## src/rtl/csr_pkg.sv

```systemverilog
// Shared definitions for the CSR access unit: funct3 encodings, the CSR
// addresses this unit knows about, and the sequencing FSM state type.
// The mscratch address is only decoded when CSR_SCRATCH_EN is defined.
package csr_pkg;

    localparam logic [2:0] F3_RW  = 3'b001;
    localparam logic [2:0] F3_RS  = 3'b010;
    localparam logic [2:0] F3_RC  = 3'b011;
    localparam logic [2:0] F3_RWI = 3'b101;
    localparam logic [2:0] F3_RSI = 3'b110;
    localparam logic [2:0] F3_RCI = 3'b111;

    localparam logic [11:0] ADR_CYCLE    = 12'hC00;
    localparam logic [11:0] ADR_TIME     = 12'hC01;
    localparam logic [11:0] ADR_INSTRET  = 12'hC02;
    localparam logic [11:0] ADR_CYCLEH   = 12'hC80;
    localparam logic [11:0] ADR_TIMEH    = 12'hC81;
    localparam logic [11:0] ADR_INSTRETH = 12'hC82;
    localparam logic [11:0] ADR_MHARTID  = 12'hF14;
    localparam logic [11:0] ADR_MSCRATCH = 12'h340;

    typedef enum logic [1:0] {
        ST_IDLE,
        ST_READ,
        ST_RESP
    } state_e;

    // RW forms always write; set/clear forms write only when rs1/zimm is nonzero.
    function automatic logic f3_writes(input logic [2:0] f3, input logic src_x0);
        return (f3[1:0] == 2'b01) || !src_x0;
    endfunction

endpackage

```

## src/rtl/csr_legal_check.sv

```systemverilog
// Combinational legality check for a Zicsr access: valid funct3, an
// implemented address, and no write to a read-only (addr[11:10]==2'b11) CSR.
// mscratch (0x340) counts as implemented only when CSR_SCRATCH_EN is defined.
module csr_legal_check
    import csr_pkg::*;
(
    input  logic [2:0]  funct3,
    input  logic [11:0] adr,
    input  logic        write_intent,
    output logic        illegal
);

    logic funct3_ok;
    logic adr_ok;

    // Decode funct3 and address, then combine with the read-only write rule.
    always_comb begin
        funct3_ok = 1'b0;
        adr_ok    = 1'b0;
        case (funct3)
            F3_RW, F3_RS, F3_RC, F3_RWI, F3_RSI, F3_RCI: funct3_ok = 1'b1;
            default:                                     funct3_ok = 1'b0;
        endcase
        case (adr)
            ADR_CYCLE, ADR_TIME, ADR_INSTRET,
            ADR_CYCLEH, ADR_TIMEH, ADR_INSTRETH,
            ADR_MHARTID:  adr_ok = 1'b1;
`ifdef CSR_SCRATCH_EN
            ADR_MSCRATCH: adr_ok = 1'b1;
`endif
            default:      adr_ok = 1'b0;
        endcase
        illegal = !funct3_ok || !adr_ok || (write_intent && (adr[11:10] == 2'b11));
    end

endmodule

```

## src/rtl/csr_access_unit.sv

```systemverilog
// Zicsr execution unit: accepts a CSR instruction, drives the address to the
// counter/ID CSR block, samples the old value one cycle later, applies
// legality and read-modify-write, and holds the rd result until accepted.
// Optional feature: define CSR_SCRATCH_EN to add a writable mscratch at 0x340.
module csr_access_unit
    import csr_pkg::*;
#(
    parameter logic [31:0] SCRATCH_RESET = 32'd0
) (
    input  logic        CLK,
    input  logic        RES_N,
    input  logic        REQ_VALID,
    output logic        REQ_READY,
    input  logic [2:0]  REQ_FUNCT3,
    input  logic [11:0] REQ_ADR,
    input  logic [31:0] REQ_SRC,
    input  logic        REQ_SRC_X0,
    output logic [11:0] CSR_ADR,
    input  logic [31:0] CSR_IN,
    output logic        RSP_VALID,
    input  logic        RSP_READY,
    output logic [31:0] RSP_DATA,
    output logic        RSP_ILLEGAL
);

    state_e      state_q, state_d;
    logic [11:0] csr_adr_q, csr_adr_d;
    logic [2:0]  funct3_q, funct3_d;
    logic [31:0] src_q, src_d;
    logic        src_x0_q, src_x0_d;
    logic [31:0] rsp_data_q, rsp_data_d;
    logic        rsp_illegal_q, rsp_illegal_d;

    logic [31:0] old_value;
    logic        write_intent;
    logic        illegal;

`ifdef CSR_SCRATCH_EN
    logic [31:0] mscratch_q, mscratch_d;
    logic [31:0] new_value;
`else
    logic        unused_cfg;
    assign unused_cfg = ^{SCRATCH_RESET, src_q};
`endif

    assign write_intent = f3_writes(funct3_q, src_x0_q);

    csr_legal_check u_legal (
        .funct3       (funct3_q),
        .adr          (csr_adr_q),
        .write_intent (write_intent),
        .illegal      (illegal)
    );

    // Select the old CSR value and, with mscratch present, its modified value.
    always_comb begin
        old_value = CSR_IN;
`ifdef CSR_SCRATCH_EN
        if (csr_adr_q == ADR_MSCRATCH) begin
            old_value = mscratch_q;
        end
        case (funct3_q[1:0])
            2'b01:   new_value = src_q;
            2'b10:   new_value = old_value | src_q;
            default: new_value = old_value & ~src_q;
        endcase
`endif
    end

    // Next-state and datapath update for the IDLE -> READ -> RESP sequence.
    always_comb begin
        state_d       = state_q;
        csr_adr_d     = csr_adr_q;
        funct3_d      = funct3_q;
        src_d         = src_q;
        src_x0_d      = src_x0_q;
        rsp_data_d    = rsp_data_q;
        rsp_illegal_d = rsp_illegal_q;
`ifdef CSR_SCRATCH_EN
        mscratch_d    = mscratch_q;
`endif
        case (state_q)
            ST_IDLE: begin
                if (REQ_VALID) begin
                    csr_adr_d = REQ_ADR;
                    funct3_d  = REQ_FUNCT3;
                    src_d     = REQ_SRC;
                    src_x0_d  = REQ_SRC_X0;
                    state_d   = ST_READ;
                end
            end
            ST_READ: begin
                rsp_illegal_d = illegal;
                rsp_data_d    = illegal ? 32'd0 : old_value;
`ifdef CSR_SCRATCH_EN
                if (!illegal && write_intent && (csr_adr_q == ADR_MSCRATCH)) begin
                    mscratch_d = new_value;
                end
`endif
                state_d = ST_RESP;
            end
            ST_RESP: begin
                if (RSP_READY) begin
                    state_d = ST_IDLE;
                end
            end
            default: state_d = ST_IDLE;
        endcase
    end

    // State and datapath registers; reset drops any in-flight request.
    always_ff @(posedge CLK or negedge RES_N) begin
        if (!RES_N) begin
            state_q       <= ST_IDLE;
            csr_adr_q     <= 12'd0;
            funct3_q      <= 3'd0;
            src_q         <= 32'd0;
            src_x0_q      <= 1'b0;
            rsp_data_q    <= 32'd0;
            rsp_illegal_q <= 1'b0;
`ifdef CSR_SCRATCH_EN
            mscratch_q    <= SCRATCH_RESET;
`endif
        end else begin
            state_q       <= state_d;
            csr_adr_q     <= csr_adr_d;
            funct3_q      <= funct3_d;
            src_q         <= src_d;
            src_x0_q      <= src_x0_d;
            rsp_data_q    <= rsp_data_d;
            rsp_illegal_q <= rsp_illegal_d;
`ifdef CSR_SCRATCH_EN
            mscratch_q    <= mscratch_d;
`endif
        end
    end

    assign REQ_READY   = (state_q == ST_IDLE);
    assign RSP_VALID   = (state_q == ST_RESP);
    assign CSR_ADR     = csr_adr_q;
    assign RSP_DATA    = rsp_data_q;
    assign RSP_ILLEGAL = rsp_illegal_q;

endmodule

```

## config.mk

```make
export PLATFORM = sky130hd
export DESIGN_NAME = csr_access_unit
export DESIGN_NICKNAME = d
export VERILOG_FILES = /design/src/rtl/csr_pkg.sv /design/src/rtl/csr_legal_check.sv /design/src/rtl/csr_access_unit.sv
export SDC_FILE = /design/constraint.sdc
export NUM_CORES = 1
export LEC_CHECK = 0
export CAP_MARGIN = 20
export CORE_ASPECT_RATIO = 0.8
export CORE_UTILIZATION = 45
export CTS_CLUSTER_DIAMETER = 100
export DETAILED_ROUTE_END_ITERATION = 10
export DONT_BUFFER_PORTS = 1
export HOLD_SLACK_MARGIN = 0.08
export PLACE_DENSITY = 0.59
export SYNTH_ARGS = -nofsm -noshare
export SYNTH_HDL_FRONTEND = slang
export SYNTH_SLANG_ARGS = --single-unit
```

## constraint.sdc

```tcl
create_clock -name CLK -period 1.6 [get_ports CLK]
set_clock_uncertainty 0.1 [all_clocks]
set_input_delay 0.48 -clock CLK [delete_from_list [all_inputs] [get_ports CLK]]
set_output_delay 0.48 -clock CLK [all_outputs]
set_load 0.03 [all_outputs]
```

* Yosys cells after proc, flatten, opt, wreduce, memory -nomap -nowiden *
Index checks and enable logic that the tools add are counted.
Widths: inputs -> output; s select.

cells by class
  $add $sub $neg = 0
  $mul = 0
  divide/modulo/power cells = 0
  $lt $le $gt $ge = 0
  equal/unequal tests = 19
  shift operators = 0
  multiplexer cells = 6
  bitwise gates (word level) = 0
  reductions and logical operators = 12

operators by type and width
  kind                  number
  $eq 12x12->1 const B  7
  $mux 32               1
  $eq 3x3->1 const B    3
  $reduce_or 7->1       1
  $eq 3x2->1 const B    2
  $pmux 2 s3            1
  $reduce_or 6->1       1
  $eq 2x1->1 const B    2
  $eq 2x2->1 const B    2
  $mux 2                2
  $reduce_and 2->1      2
  $eq 3x1->1 const B    1
  $logic_not 1->1       3
  $logic_or 1x1->1      3
  $logic_not 2->1       1
  $mux 1                2
  $ne 2x1->1 const B    1
  $ne 2x2->1 const B    1
  $logic_and 1x1->1     1

storage, ports and cells
  register bits after elaboration = 51
  latch bits = 0
  memory bits (writable) = 0
  ROM bits = 0
  input bits = 84
  output and inout port bits = 47
  word-level logic and storage cells = 43
  memories kept = 0

* Depth between registers and ports, before layout *
  depth after elaboration = 7
  gate-level depth with buffers = 5
  depth with buffers taken out = 3

* Cells and area by module *
A second synthesis with hierarchy kept.

unflattened totals
  cells, all modules = 157
  area total of the unflattened synthesis = 2250.9 um^2

modules (own cells, without submodules)
  module           times used  cells each  area each (um^2)
  csr_access_unit  1           148         2202.1
  csr_legal_check  1           9           48.8

* Worst setup path after synthesis *
Ideal clock, no wire load.

  path type = register to register
  start point = register state_q[0]
  end point = register csr_adr_q[10], in the netlist CSR_ADR[10]
  setup time = 0.125 ns
  arrival = 1.716 ns
  data required time = 1.375 ns
  slack = -0.341 ns
  stages on the path, launching flop included = 6
  path buffers = 2
  clock period less this slack = 1.941 ns
  path through = dfrtp_1 -> nor2_1 -> and2_1 -> buf_2 -> buf_2 -> mux2_2

between the ends
  cells in the longest elaborated chain, start to end = 2

ends and longest elaborated chain
  item                               RTL line                RTL
  from (decl)                        csr_access_unit.sv:26   state_e state_q, state_d;
  from (signal assigned)             csr_access_unit.sv:125  state_q <= state_d;
  $logic_not 2->1                    n/a
  net REQ_READY                      csr_access_unit.sv:13   output logic REQ_READY,
  $reduce_and 2->1 (no source line)  n/a
  to (signal assigned)               csr_access_unit.sv:126  csr_adr_q <= csr_adr_d;
  to (decl)                          csr_access_unit.sv:27   logic [11:0] csr_adr_q, csr_adr_d;

The timed path passes the listed nets, and every way through them passes these cells.
A chain may end at the register's enable or synchronous reset.

* Final worst setup path *
  start point = register csr_adr_q[2], in the netlist CSR_ADR[2]
  end point = register rsp_data_q[16], in the netlist RSP_DATA[16]

between the ends
  cells in the longest elaborated chain, start to end = 7
  elaborated cells on any way between the ends = 13

ends and longest elaborated chain
  item                              RTL line                RTL
  $eq 12x12->1                      csr_legal_check.sv:24   case (adr)
  $reduce_or 7->1 *                 csr_legal_check.sv:24
  $mux 1 *                          csr_legal_check.sv:24
  $logic_not 1->1 *                 csr_legal_check.sv:33   illegal = !funct3_ok || !adr_ok || (write_intent && (adr[11:10] == 2'b11));
  $logic_or 1x1->1 * (2 in series)  csr_legal_check.sv:33
  $mux 32 *                         csr_access_unit.sv:94   rsp_data_d = illegal ? 32'd0 : old_value;
  to (signal assigned)              csr_access_unit.sv:130  rsp_data_q <= rsp_data_d;
  to (decl)                         csr_access_unit.sv:31   logic [31:0] rsp_data_q, rsp_data_d;

Every way passes the cells marked *; elsewhere a longest branch is shown, timed or not.

==> impl_results.md <==
- Most common cell in the netlist: dfrtp_1
- Fin crit share: 109%
- Largest net degree at the start of global routing: 50
- Nets: between 300 and 400
- # rows: 22
- Max Cap Viol: 0
- Setup ws final: -0.144 ns
- Largest family of logic cells by synthesized area: compound AO/OA/AOI/OAI gates
- Height of the die: 65.5 microns
- Dominant synthesized flop cell: dfrtp_1
- Synthesized net count: about 280
- First-pass GRT wire length: 8.27 mm
- CP max stage delay: roughly 0.54 ns
- Failing checks: hold timing, setup timing
- Vias in the first global route: 1665
- Compound-Gate Fraction of Synth Area: 18.9%
- Area occupied by registers: 0.00123 sq mm
- Outcome: finished, violations left
- Clock edge transition at the registers on the reported setup and hold paths: ~0.090 ns
- Min Hold Slack: -0.245 ns
- Fin cells: ~280
- Yosys cell types: 22
- Share of the synthesized area in the top cell type: between 50% and 60%
- Crit-path cells: or4_4 > o31a_4 > clkbuf_16 > o31ai_2
- Worst rel slew slack: between 70% and 80%
- Asr flop ratio synth: 100%
- RSZ-0062 raised after global routing: true
- Antenna violation net count after detailed routing: 0
- Number of detailed-route iterations in the first pass: 4
- GR Util All Layers: 21.0%
- Peak VDD IR: between 1 and 1.5 mV
- Die ar.: 0.00532 sq mm
- Initial antenna violation count: 0
- Setup Crit Path Kind: reg2reg
- Clock Latency Late Sink: approximately 0.31 ns
- Setup violations, final: 32
- Total power: ~5 mW
- Yosys reg bits: 49
- Tmin final: 1.74 ns
- Synth Cell Area: roughly 0.0023 sq mm
- Total gr overflow: 0
- Syn Area/Cell: approximately 12 sq um
- Share of layout cells above drive strength 1: around 47%
- Adder-cell area share of the yosys netlist: 0%
- Global routing usage on met3: 6.53%
- Port bufs: 0
- Register-to-register path setup slack: -0.14 ns
- HPWL Detailed: roughly 3.7 mm
- CTS tree: done
- IO Count: around 130
- TritonCTS Sinks: slightly below 50
- Die Span X: 81.3 microns
- Starting Density: 48.1%
- Drt initial violations: 61
- Post-Synth Simple-Gate Area: 15.2%
- H-tree Lvls: 2
- Total CTS buffers: 5
- RePlAce Congestion: between 0.7 and 0.8
- Via count: ~1600
- Reg-to-Reg Start: CSR_ADR[2]
- Register area share after synthesis: between 50% and 60%
- Post-synthesis mux area share: approximately 7.0%
- Worst EP arrival: around 1.9 ns
- Top delay family on crit path: simple AND/OR/NAND/NOR gates
- Met1 Use GR: about a quarter
- Synth top area cells: dfrtp_1, o31ai_2, nand3_1, mux2_2, nand2_1
- Final-report hold violation count: just under 50
- Yosys top cell by area: dfrtp_1
- Critical path buffers and inverters: 1
- Slew of the pin with the lowest slew margin: between 0.3 and 0.4 ns
- WL per Instance: 19.8 microns
- Synthesis-to-finish area growth: 30.9%
- CP Capture Type: flip-flop
- Crit path required time: about 1.7 ns
- Drt drc: 0
- CP Launch Type: flip-flop
- R2R Path End: RSP_DATA[16]
- GR Layer Usage met2: 36.4%
- Clock root buffer: clkbuf_8
- Pwr dens: 1700 mW/mm^2
- Core area: between 0.004 and 0.005 sq mm
- Post-Synth XOR/XNOR Area: 0%
- Multi-input logic area: 0.00111 sq mm
- Post-Syn Instances: just under 200
- CP max FO: 8
- Slowest CP cell: or4_4
- Antenna diodes: 0
- Placed Instances: 262
- Via/cell ratio: 5.89
- GR peak layer: met2
- Routed WL: about 5.5 mm
- Reg2Reg Depth: 4
- Fillers: ~340
- Maximum clock rate: between 500 and 600 MHz
- Post-synth EDFFs: 0
- Synth top cells by count: dfrtp_1, nand2_1, nand3_1, o31ai_2, mux2_2
- P_leak: roughly 1.2 nW
- Bufs on Longest Clock Path: 2
- Ys Warns: 0
- Hold crit path type: in2async
- Max Slew Vio Count: 0
==> metrics by stage <==
step           utilization, %  cell area [sq um]  setup TNS, ns  setup WS (ns)
2_1_floorplan               -               2300          -2.08        -0.0761
3_3_place_gp             54.1               2550         -0.953        -0.0504
3_5_place_dp             54.1               2550          -2.16         -0.110
4_1_cts                  59.2               2790          -2.28         -0.113
5_1_grt                  63.0               2970          -4.60         -0.173
6_report                 63.0               2970          -3.28         -0.144
==> final cells by class <==
class | count | area share (%)
clock buffers | 5 | 2.32
clock inverters | 3 | 2.19
inverters | 1 | 0.295
multi-input cells | 125 | 37.4
flip-flops and latches | 49 | 41.5
well taps | 60 | 2.53
repair buffers | 36 | 13.7
==> what timing repair did <==
item                                    4_1_cts  5_1_grt
endpoints found under the hold margin        49       49
pin swaps                                     2        1
gates resized for setup                      16       15
endpoints found under the setup margin       35       35
gates cloned                                  0        3
setup buffers                                 3        3
==> routing by layer <==
layer	wire, microns	up-vias
met4	55	0
met1	2130	819
met3	436	7
met5	0	-
li1	-	746
met2	2910	70
==> logic make-up (layout without fill, tap and decap cells) <==
| group | Yosys count | after routing |
|---|---|---|
| compound gates | 36 | 37 |
| buf+inv | 21 | 45 |
| flops | 49 | 49 |
| simple gates | 74 | 74 |
| mux | 14 | 14 |
==> power breakdown <==
part	internal [mW]	leakage [nW]	switching, mW
sequential	1.45	0.641	0.207
clock	0.621	0.0681	0.413
combinational	0.987	0.471	1.36
==> worst register-to-register path: cells and delay by family (launching register included) <==
kind	cells	cell delay, ns
AO/OA/AOI/OAI	2	0.37
flip-flops	1	0.44
AND/OR/NAND/NOR	1	0.54
buffers and inverters	1	0.20
==> worst max path at each step <==
stage / start / endpoint / slack (ns) / cells after the start
finish: CSR_ADR[2] / RSP_DATA[16] / -0.14 / 4
global route: CSR_ADR[2] / RSP_DATA[1] / -0.17 / 4
CTS: CSR_ADR[4] / RSP_DATA[19] / -0.11 / 4
detailed placement: CSR_ADR[3] / RSP_DATA[19] / -0.11 / 4
global placement: CSR_ADR[3] / RSP_DATA[25] / -0.05 / 4
floorplan: CSR_ADR[4] / RSP_ILLEGAL / -0.08 / 3
==> sequential cells by signal, indices dropped and copies added, names as in the netlist <==
signal,cells
CSR_ADR,12
RSP_DATA,32
RSP_ILLEGAL,1
funct3_q,1
src_x0_q,1
state_q,2
==> cells in the final DEF (no fill, tap or decap), drive strengths merged <==
| cell type | count |
|---|---|
| dfrtp | 49 |
| buf | 34 |
| nand2 | 33 |
| nand3 | 32 |
| o31ai | 32 |
| mux2 | 14 |
| clkbuf | 7 |
| bufinv | 2 |
| nand2b | 2 |
| o31a | 2 |
| o21ai | 2 |
| inv | 1 |
| nor2 | 1 |
| nand4 | 1 |
| or4 | 1 |
| nand4b | 1 |
| nor2b | 1 |
| nor4bb | 1 |
| and2 | 1 |
| o32a | 1 |
| clkinv | 1 |
(Power assumes the default switching activity.)
